`config.mk`:
```
export PLATFORM = sky130hd
export DESIGN_NAME = mem_arbiter_flat
export DESIGN_NICKNAME = d
export VERILOG_FILES = /design/src/rtl/mem_arbiter_pkg.sv /design/src/rtl/mem_arbiter_if.sv /design/src/rtl/mem_arbiter_timer.sv /design/src/rtl/mem_arbiter.sv /design/src/flat_wrapper.sv
export SDC_FILE = /design/constraint.sdc
export NUM_CORES = 1
export LEC_CHECK = 0
export ABC_AREA = 1
export CELL_PAD_IN_SITES_DETAIL_PLACEMENT = 1
export CELL_PAD_IN_SITES_GLOBAL_PLACEMENT = 2
export CORE_AREA = 2 2 235 214
export CTS_BUF_LIST = sky130_fd_sc_hd__clkbuf_8 sky130_fd_sc_hd__clkbuf_16
export CTS_CLUSTER_DIAMETER = 30
export CTS_CLUSTER_SIZE = 14
export DETAILED_ROUTE_END_ITERATION = 12
export DIE_AREA = 0 0 237 216
export HOLD_SLACK_MARGIN = 0.15
export PLACE_DENSITY_LB_ADDON = 0.1
export SYNTH_ARGS = -nofsm -noshare
export SYNTH_HDL_FRONTEND = slang
export SYNTH_HIERARCHICAL = 1
export SYNTH_SLANG_ARGS = --single-unit
```
`constraint.sdc`:
```
create_clock -name clk -period 1.6 [get_ports clk]
set_input_delay 0.32 -clock clk [delete_from_list [all_inputs] [get_ports clk]]
set_output_delay 0.32 -clock clk [all_outputs]
set_load 0.02 [all_outputs]
```
`src/rtl/mem_arbiter_pkg.sv`:
```
// Shared types for the two-requester memory arbiter: FSM states, requester ids
// and the latched memory command payload.
package mem_arb_pkg;

   localparam int unsigned ADDR_W    = 64;
   localparam int unsigned DATA_W    = 64;
   localparam int unsigned IF_DATA_W = 32;
   localparam int unsigned CNT_W     = 8;

   typedef enum logic [1:0] {
      IDLE = 2'd0,
      BUSY = 2'd1,
      DONE = 2'd2
   } state_e;

   typedef enum logic {
      REQ_IF = 1'b0,
      REQ_DM = 1'b1
   } req_id_e;

   typedef struct packed {
      logic              we;
      logic [ADDR_W-1:0] addr;
      logic [DATA_W-1:0] wdata;
   } mem_cmd_t;

endpackage

```
`src/rtl/mem_arbiter_if.sv`:
```
// Requester and memory-side signals of the arbiter; slave is the arbiter's view,
// master is the view of the requesters and the memory model around it.
interface mem_arbiter_if;
   import mem_arb_pkg::*;

   logic                 if_req;
   logic [ADDR_W-1:0]    if_addr;
   logic                 if_ack;
   logic [IF_DATA_W-1:0] if_data;
   logic                 if_error;

   logic                 dm_req;
   logic                 dm_we;
   logic [ADDR_W-1:0]    dm_addr;
   logic [DATA_W-1:0]    dm_wdata;
   logic                 dm_ack;
   logic [DATA_W-1:0]    dm_rdata;
   logic                 dm_error;

   logic                 mem_req;
   logic                 mem_we;
   logic [ADDR_W-1:0]    mem_addr;
   logic [DATA_W-1:0]    mem_wdata;
   logic                 mem_ack;
   logic [DATA_W-1:0]    mem_rdata;
   logic                 mem_error;

   modport slave (
      input  if_req, if_addr, dm_req, dm_we, dm_addr, dm_wdata,
             mem_ack, mem_rdata, mem_error,
      output if_ack, if_data, if_error, dm_ack, dm_rdata, dm_error,
             mem_req, mem_we, mem_addr, mem_wdata
   );

   modport master (
      output if_req, if_addr, dm_req, dm_we, dm_addr, dm_wdata,
             mem_ack, mem_rdata, mem_error,
      input  if_ack, if_data, if_error, dm_ack, dm_rdata, dm_error,
             mem_req, mem_we, mem_addr, mem_wdata
   );

endinterface

```
`src/rtl/mem_arbiter_timer.sv`:
```
// Outstanding-access timer: counts BUSY cycles and flags the cycle in which
// the count reaches TIMEOUT.
module mem_arb_timer
   import mem_arb_pkg::*;
#(
   parameter int unsigned TIMEOUT = 16
) (
   input  logic clk,
   input  logic reset,
   input  logic clr_i,
   input  logic en_i,
   output logic tc_o
);

   localparam logic [CNT_W-1:0] LAST = CNT_W'(TIMEOUT - 1);

   logic [CNT_W-1:0] cnt_q, cnt_d;
   logic             tc_q, tc_d;

   // tc is high while the counter holds TIMEOUT-1, i.e. the step that reaches TIMEOUT
   always_comb begin
      cnt_d = cnt_q;
      tc_d  = tc_q;
      if (clr_i) begin
         cnt_d = '0;
      end else if (en_i) begin
         cnt_d = cnt_q + CNT_W'(1);
      end
      tc_d = (cnt_d == LAST);
   end

   always_ff @(posedge clk) begin
      if (!reset) begin
         cnt_q <= '0;
         tc_q  <= 1'b0;
      end else begin
         cnt_q <= cnt_d;
         tc_q  <= tc_d;
      end
   end

   assign tc_o = tc_q;

endmodule

```
`src/rtl/mem_arbiter.sv`:
```
// Round-robin arbiter sharing one memory port between instruction fetch (read
// only) and data memory requesters, with a per-access timeout.
module mem_arbiter
   import mem_arb_pkg::*;
#(
   parameter int unsigned TIMEOUT     = 16,
   parameter bit          FETCH_FIRST = 1'b1
) (
   input  logic          clk,
   input  logic          reset,
   mem_arbiter_if.slave  bus,
   output logic          busy
);

   state_e               state_q, state_d;
   req_id_e              grant_q, grant_d;
   req_id_e              last_q, last_d;
   req_id_e              win;
   mem_cmd_t             cmd_q, cmd_d;
   logic                 mem_req_q, mem_req_d;
   logic                 busy_q, busy_d;
   logic                 if_ack_q, if_ack_d;
   logic [IF_DATA_W-1:0] if_data_q, if_data_d;
   logic                 if_error_q, if_error_d;
   logic                 dm_ack_q, dm_ack_d;
   logic [DATA_W-1:0]    dm_rdata_q, dm_rdata_d;
   logic                 dm_error_q, dm_error_d;
   logic                 rsp_err;
   logic [DATA_W-1:0]    rsp_data;
   logic                 tmr_clr, tmr_en, tmr_tc;

   mem_arb_timer #(.TIMEOUT(TIMEOUT)) u_timer (
      .clk   (clk),
      .reset (reset),
      .clr_i (tmr_clr),
      .en_i  (tmr_en),
      .tc_o  (tmr_tc)
   );

   // Next-state, grant and response logic; every output is registered
   always_comb begin
      state_d    = state_q;
      grant_d    = grant_q;
      last_d     = last_q;
      cmd_d      = cmd_q;
      win        = REQ_IF;
      mem_req_d  = 1'b0;
      if_ack_d   = 1'b0;
      if_data_d  = '0;
      if_error_d = 1'b0;
      dm_ack_d   = 1'b0;
      dm_rdata_d = '0;
      dm_error_d = 1'b0;
      rsp_err    = 1'b0;
      rsp_data   = '0;
      tmr_clr    = 1'b0;
      tmr_en     = 1'b0;

      case (state_q)
         IDLE: begin
            if (bus.if_req || bus.dm_req) begin
               if (bus.if_req && bus.dm_req) begin
                  win = (last_q == REQ_IF) ? REQ_DM : REQ_IF;
               end else begin
                  win = bus.dm_req ? REQ_DM : REQ_IF;
               end
               grant_d = win;
               last_d  = win;
               if (win == REQ_DM) begin
                  cmd_d.we    = bus.dm_we;
                  cmd_d.addr  = bus.dm_addr;
                  cmd_d.wdata = bus.dm_wdata;
               end else begin
                  cmd_d.we    = 1'b0;
                  cmd_d.addr  = bus.if_addr;
                  cmd_d.wdata = '0;
               end
               mem_req_d = 1'b1;
               tmr_clr   = 1'b1;
               state_d   = BUSY;
            end
         end

         BUSY: begin
            tmr_en = 1'b1;
            // A memory ack in the timeout cycle wins over the timeout
            if (bus.mem_ack || tmr_tc) begin
               state_d  = DONE;
               rsp_err  = bus.mem_ack ? bus.mem_error : 1'b1;
               rsp_data = bus.mem_ack ? bus.mem_rdata : '0;
               if (grant_q == REQ_IF) begin
                  if_ack_d   = 1'b1;
                  if_error_d = rsp_err;
                  if_data_d  = rsp_data[IF_DATA_W-1:0];
               end else begin
                  dm_ack_d   = 1'b1;
                  dm_error_d = rsp_err;
                  dm_rdata_d = cmd_q.we ? '0 : rsp_data;
               end
            end else begin
               mem_req_d = 1'b1;
            end
         end

         DONE: begin
            state_d = IDLE;
         end

         default: begin
            state_d = IDLE;
         end
      endcase

      busy_d = (state_d != IDLE);
   end

   always_ff @(posedge clk) begin
      if (!reset) begin
         state_q    <= IDLE;
         grant_q    <= REQ_IF;
         last_q     <= FETCH_FIRST ? REQ_DM : REQ_IF;
         cmd_q      <= '0;
         mem_req_q  <= 1'b0;
         busy_q     <= 1'b0;
         if_ack_q   <= 1'b0;
         if_data_q  <= '0;
         if_error_q <= 1'b0;
         dm_ack_q   <= 1'b0;
         dm_rdata_q <= '0;
         dm_error_q <= 1'b0;
      end else begin
         state_q    <= state_d;
         grant_q    <= grant_d;
         last_q     <= last_d;
         cmd_q      <= cmd_d;
         mem_req_q  <= mem_req_d;
         busy_q     <= busy_d;
         if_ack_q   <= if_ack_d;
         if_data_q  <= if_data_d;
         if_error_q <= if_error_d;
         dm_ack_q   <= dm_ack_d;
         dm_rdata_q <= dm_rdata_d;
         dm_error_q <= dm_error_d;
      end
   end

   assign bus.mem_req   = mem_req_q;
   assign bus.mem_we    = cmd_q.we;
   assign bus.mem_addr  = cmd_q.addr;
   assign bus.mem_wdata = cmd_q.wdata;
   assign bus.if_ack    = if_ack_q;
   assign bus.if_data   = if_data_q;
   assign bus.if_error  = if_error_q;
   assign bus.dm_ack    = dm_ack_q;
   assign bus.dm_rdata  = dm_rdata_q;
   assign bus.dm_error  = dm_error_q;
   assign busy          = busy_q;

endmodule

```
`src/flat_wrapper.sv`:
```
// flat-port wrapper written by rule: the top's interface ports become plain ports
module mem_arbiter_flat import mem_arb_pkg::*;
#(
   parameter int unsigned TIMEOUT     = 16,
   parameter bit          FETCH_FIRST = 1'b1
)
  (clk, reset, busy, bus_if_req, bus_if_addr, bus_dm_req, bus_dm_we, bus_dm_addr, bus_dm_wdata, bus_mem_ack, bus_mem_rdata, bus_mem_error, bus_if_ack, bus_if_data, bus_if_error, bus_dm_ack, bus_dm_rdata, bus_dm_error, bus_mem_req, bus_mem_we, bus_mem_addr, bus_mem_wdata);
  mem_arbiter_if bus_i ();
  input  logic clk;
  input  logic reset;
  output logic busy;
  input wire logic [$bits(bus_i.if_req)-1:0] bus_if_req;
  input wire logic [$bits(bus_i.if_addr)-1:0] bus_if_addr;
  input wire logic [$bits(bus_i.dm_req)-1:0] bus_dm_req;
  input wire logic [$bits(bus_i.dm_we)-1:0] bus_dm_we;
  input wire logic [$bits(bus_i.dm_addr)-1:0] bus_dm_addr;
  input wire logic [$bits(bus_i.dm_wdata)-1:0] bus_dm_wdata;
  input wire logic [$bits(bus_i.mem_ack)-1:0] bus_mem_ack;
  input wire logic [$bits(bus_i.mem_rdata)-1:0] bus_mem_rdata;
  input wire logic [$bits(bus_i.mem_error)-1:0] bus_mem_error;
  output wire logic [$bits(bus_i.if_ack)-1:0] bus_if_ack;
  output wire logic [$bits(bus_i.if_data)-1:0] bus_if_data;
  output wire logic [$bits(bus_i.if_error)-1:0] bus_if_error;
  output wire logic [$bits(bus_i.dm_ack)-1:0] bus_dm_ack;
  output wire logic [$bits(bus_i.dm_rdata)-1:0] bus_dm_rdata;
  output wire logic [$bits(bus_i.dm_error)-1:0] bus_dm_error;
  output wire logic [$bits(bus_i.mem_req)-1:0] bus_mem_req;
  output wire logic [$bits(bus_i.mem_we)-1:0] bus_mem_we;
  output wire logic [$bits(bus_i.mem_addr)-1:0] bus_mem_addr;
  output wire logic [$bits(bus_i.mem_wdata)-1:0] bus_mem_wdata;
  assign bus_i.if_req = bus_if_req;
  assign bus_i.if_addr = bus_if_addr;
  assign bus_i.dm_req = bus_dm_req;
  assign bus_i.dm_we = bus_dm_we;
  assign bus_i.dm_addr = bus_dm_addr;
  assign bus_i.dm_wdata = bus_dm_wdata;
  assign bus_i.mem_ack = bus_mem_ack;
  assign bus_i.mem_rdata = bus_mem_rdata;
  assign bus_i.mem_error = bus_mem_error;
  assign bus_if_ack = bus_i.if_ack;
  assign bus_if_data = bus_i.if_data;
  assign bus_if_error = bus_i.if_error;
  assign bus_dm_ack = bus_i.dm_ack;
  assign bus_dm_rdata = bus_i.dm_rdata;
  assign bus_dm_error = bus_i.dm_error;
  assign bus_mem_req = bus_i.mem_req;
  assign bus_mem_we = bus_i.mem_we;
  assign bus_mem_addr = bus_i.mem_addr;
  assign bus_mem_wdata = bus_i.mem_wdata;
  mem_arbiter #(.TIMEOUT(TIMEOUT), .FETCH_FIRST(FETCH_FIRST)) u_core (.clk(clk), .reset(reset), .bus(bus_i), .busy(busy));
endmodule
```
# Word-level counts from Yosys, hierarchy flattened
# Cells that the tools add are included.
# Widths: inputs -> output; s select.
op_classes:
  n_bitwise: 5
  n_eq_ne: 2
  add_sub_neg: 1
  n_reduce_logical: 11
  muxes: 20
ops:
  columns: ["operator", "count"]
  rows:
  - ["$mux 129", 1]
  - ["$mux 32", 1]
  - ["$mux 8", 2]
  - ["$mux 1", 12]
  - ["$add 8x1->8 const B", 1]
  - ["$eq 8x4->1 const B", 1]
  - ["$reduce_or 6->1", 1]
  - ["$not 1->1", 5]
  - ["$reduce_or 5->1", 1]
  - ["$mux 2", 2]
  - ["$pmux 2 s2", 1]
  - ["$reduce_and 4->1", 1]
  - ["$reduce_or 4->1", 1]
  - ["$reduce_and 3->1", 1]
  - ["$eq 2x1->1 const B", 1]
  - ["$logic_not 2->1", 1]
  - ["$logic_or 1x1->1", 2]
  - ["$pmux 1 s2", 1]
  - ["$reduce_and 2->1", 1]
  - ["$reduce_bool 2->1", 1]
  - ["$logic_and 1x1->1", 1]
totals:
  register_bits: 244
  input_bits: 263
  out_inout_bits: 231
  elab_cells: 56

# Logic depth before layout (Yosys ltp)
depth:
  word_depth: 5
  mapped_depth: 11
  depth_no_buf: 11

# By module
# Netlist, hierarchy kept.
by_module_without_submodules:
  columns: ["module", "n_inst", "seq_area_each_um2", "cells_each", "area_per_inst_um2"]
  rows:
  - ["mem_arbiter", 1, 4704.5, 1242, 9191.3]
  - ["mem_arb_timer", 1, 180.2, 74, 469.2]

# Worst setup path before layout
# Ideal clock, no wire load.
synth_timing:
  path_kind: "in2reg"
  from: "input bus_dm_req"
  to: "register u_core.u_timer.tc_q (netlist: u_core/u_timer/tc_o)"
  slack_ns: 0.141
  stages: 11
  n_path_buf: 2
  required_time_ns: 1.536
  setup_ns: 0.064
  arrival_time_ns: 1.395
  cell_sequence: "buf_4 -> nor2_1 -> nor2_1 -> clkbuf_1 -> nor2_1 -> nand3_1 -> nor2_1 -> nand2_1 -> nor2_1 -> nand3_1 -> nor2_1"
synth_between:
  elab_chain_cells: 5
synth_rtl:
  columns: ["item", "line_no", "text"]
  rows:
  - ["from (decl)", "flat_wrapper.sv:14", "input wire logic [$bits(bus_i.dm_req)-1:0] bus_dm_req;"]
  - ["$logic_or 1x1->1", "mem_arbiter.sv:61", "if (bus.if_req || bus.dm_req) begin"]
  - ["$mux 1", "mem_arbiter.sv:61", null]
  - ["$mux 1", "mem_arbiter.sv:59", "case (state_q)"]
  - ["named net u_core.tmr_clr", "mem_arbiter.sv:30", "logic tmr_clr, tmr_en, tmr_tc;"]
  - ["$mux 8", "mem_arbiter_timer.sv:24", "if (clr_i) begin"]
  - ["$eq 8x4->1", "mem_arbiter_timer.sv:29", "tc_d = (cnt_d == LAST);"]
  - ["to (signal assigned)", "mem_arbiter_timer.sv:38", "tc_q <= tc_d;"]
  - ["to (decl)", "mem_arbiter_timer.sv:18", "logic tc_q, tc_d;"]
# The timed path passes the listed nets, and every way through them passes these cells.
# A chain may end at the register's enable or synchronous reset.

# Worst setup path in the final report
layout_timing:
  from: "register u_core.dm_rdata_q[56] (netlist: u_core/bus.dm_rdata[56])"
  to: "output bus_dm_rdata[56]"
layout_lines:
  columns: ["item", "line_no", "text"]
  rows:
  - ["from (decl)", "mem_arbiter.sv:26", "logic [DATA_W-1:0] dm_rdata_q, dm_rdata_d;"]
  - ["from (signal assigned)", "mem_arbiter.sv:142", "dm_rdata_q <= dm_rdata_d;"]
  - ["to (decl)", "flat_wrapper.sv:25", "output wire logic [$bits(bus_i.dm_rdata)-1:0] bus_dm_rdata;"]
# No word-level cell between the ends.

==> out/qor.yml <==
run_status: "complete, no violations"
hold_class: "in2reg"
irDropWorstVdd_mv: 0.7470
finalPower_w: 0.02570
synthTopCellsByArea: "dfxtp_1 (51%), nand2_1 (12%), nor2_1 (9.6%), inv_1 (4.7%), nand4_1 (4.3%)"
start_util_pct: 19.86
hp-start: "reset"
io_pins: 494
end_kind: "primary output"
fmax_mhz: 643.8
fin_skew_ps: 27.74
die_width_um: 237
slowest_delay_ps: 330
required_ps: 1280
cts_tree: "yes"
path_class: "reg2out"
areaGrowthSynthToFinish_pct: 88.87
hold_viol_final: 0
postCtsSetupBuffers: 0
grt_pass1_wl_mm: 67.04
min_period_ps: 1553
cts-root-buf: "clkbuf_16"
yosysSeqAreaShare_pct: 50.56
cts.path.max_buffers: 3
gr-usage-all-layers_pct: 17.19
num_rows: 77
yosys.area.top_type_share_pct: 50.56
grt.overflow.total: 0
pwr-share-clk_pct: 61.3
coreArea_mm2: 0.04865
tightest_slew_ps: 458.4
drt-pass1-iter-count: 4
ant_nets: 0
final_cell_mix: "nand2_1 (317), clkdlybuf4s50_1 (260), nor2_1 (246)"
p_switching_w: 0.006341
via_per_inst: 4.125
path_delay_family: "buffers and inverters"
cellLeakagePower_nw: 8.081
cp_slowest_cell: "dlygate4sd2_1"
drt_iter0_drc: 403
cts-buffers-inserted: 79
power_density_mw_per_mm2: 1408
synthCells: 1316
h-tree-depth: 3
detail_route.wl_per_cell_um: 17.72
grt_max_degree: 67
reg2reg_slack_ps: 150
grt_pass1_vias: 10890
critical_path.startpoint_type: "flop"
intPower_w: 0.01936
final_common_cell: "nand2_1"
worstPathArrival_ps: 1230
synth.avg_cell_area_um2: 7.341
place_congestion: 0.7428
final_cells: 2540
crit_path_start: "u_core/bus.dm_rdata[56]"
placedCellCount: 2396
drc: 0
dr_total_vias: 10478
nets: 2111
cts_sinks: 244
path_max_fanout: 1
drive_gt1_share_pct: 17.63
insertion_delay_ps: 590
path_cells: "dlygate4sd2_1"
totalWireLength_mm: 45.01
final-max-slew-violation-count: 0
die_h_um: 216
ys_ff_latch: 244
dieArea_mm2: 0.05119
synth_top_cell_by_area: "dfxtp_1"
drv_cap: 0
setup_viol: 0
power_frac_seq_pct: 25.6
switching_share_pct: 24.68
clk_pin_slew_ps: 40
hpwl_mm: 32.40
yosysWarnings: 6
power_frac_comb_pct: 13.1
post-route-period-util_pct: 97.07
relSlewSlack_pct: 69.44
synth_area_mm2: 0.009661
reg2reg_from: "u_core/state_q[0]"
syn_nets: 1580
port-buffer-count: 493
crit_buf_inv: 1
ys_types: 24
antenna_found_initial: 5
==> layout make-up <==
class	instances	area, um2
Antenna cell	2	5.005
Clock buffer	95	2208
Clock inverter	45	540.5
Fill cell	5660	30410
Inverter	121	454.2
Multi-Input combinational cell	852	3872
Sequential cell	244	4886
Tap cell	632	790.8
Timing Repair Buffer	549	5489
==> worst paths after layout <==
check | end | depth (start not counted)
min reg2reg | u_core/bus.mem_wdata[47] | 2
max | bus_dm_rdata[56] | 1
min | u_core/bus.dm_error | 5
max reg2reg | u_core/u_timer/tc_o | 9
==> routing by layer <==
| layer | wire [um] | GRT usage [%] | part of all wire [%] | vias up |
|---|---|---|---|---|
| met3 | 3208 | 6.511 | 7.1 | 73 |
| li1 | - | - | - | 5238 |
| met5 | 37 | 0 | 0.082 | - |
| met4 | 990 | 5.633 | 2.2 | 6 |
| met1 | 18220 | 19.13 | 40 | 4875 |
| met2 | 22560 | 30.14 | 50 | 286 |
==> per-stage QoR <==
step / util, % / hold slack [ps] / setup WS (ps) / instance area, um2 / setup TNS, ps
floorplan: - / 428.7 / 141.1 / 9661 / 0
global placement: 32.05 / 451.8 / -188.7 / 15600 / -16080
detailed placement: 32.05 / 458.4 / -219.7 / 15600 / -21640
CTS: 37.78 / 200.0 / 0.4799 / 18380 / 0
global route: 37.50 / 233.9 / -7.329 / 18240 / -7.329
finish: 37.50 / 239.0 / 46.81 / 18250 / 0
==> power by group through the flow <==
stage | Sequential [W] | Clock, W | Combinational [W]
floorplan | 0.00703 | 0 | 0.00127
global placement | 0.00668 | 0 | 0.00353
detailed placement | 0.00669 | 0 | 0.00355
global route | 0.00662 | 0.0165 | 0.00371
CTS | 0.00659 | 0.0162 | 0.00346
finish | 0.00659 | 0.0158 | 0.00336
==> worst reg2reg max path: stages, from the launching register on <==
cell and delay [ps]:
dfxtp_2 350, inv_1 80, nor2_4 200, nand2_2 90, nor2_2 160, inv_1 70, o21bai_1 130, nand3_1 110
nand3_1 100, nor2_1 40
==> cell families after synthesis <==
family | after synthesis | share of synthesized area (%)
flops | 244 | 50.56
buf+inv | 220 | 9.804
simple gates | 716 | 30.80
compound gates | 135 | 8.703
fa+ha+maj | 1 | 0.1295
==> cells in the mapped netlist <==
cell      count
nand2_1     318
nor2_1      248
dfxtp_1     244
inv_1       120
nand3_1      73
a21oi_1      68
nand4_1      67
a21boi_0     52
buf_2        46
clkbuf_1     33
a21boi_1     12
buf_4        12
buf_1         5
nor2_2        4
nand2_2       3
buf_6         2
o21bai_1      2
clkbuf_4      1
ha_1          1
inv_2         1
nand3b_1      1
nor3_1        1
nor3_2        1
o21ai_1       1
==> registers in the layout, summed over array words and instances (netlist names), 2 cells and up <==
register              count
u_core/bus.dm_rdata      64
u_core/bus.if_data       32
u_core/bus.mem_addr      64
u_core/bus.mem_wdata     64
u_core/state_q            2
u_core/u_timer/cnt_q      8
==> what timing repair did <==
item | CTS | global route
endpoints found under the hold margin | 2 | 0
gates resized for setup | 502 | 72
pin swaps | 0 | 1
endpoints found under the setup margin | 231 | 77
gates cloned | 0 | 1
hold buffers | 1 | 0
Power figures use the tool's default switching activity.
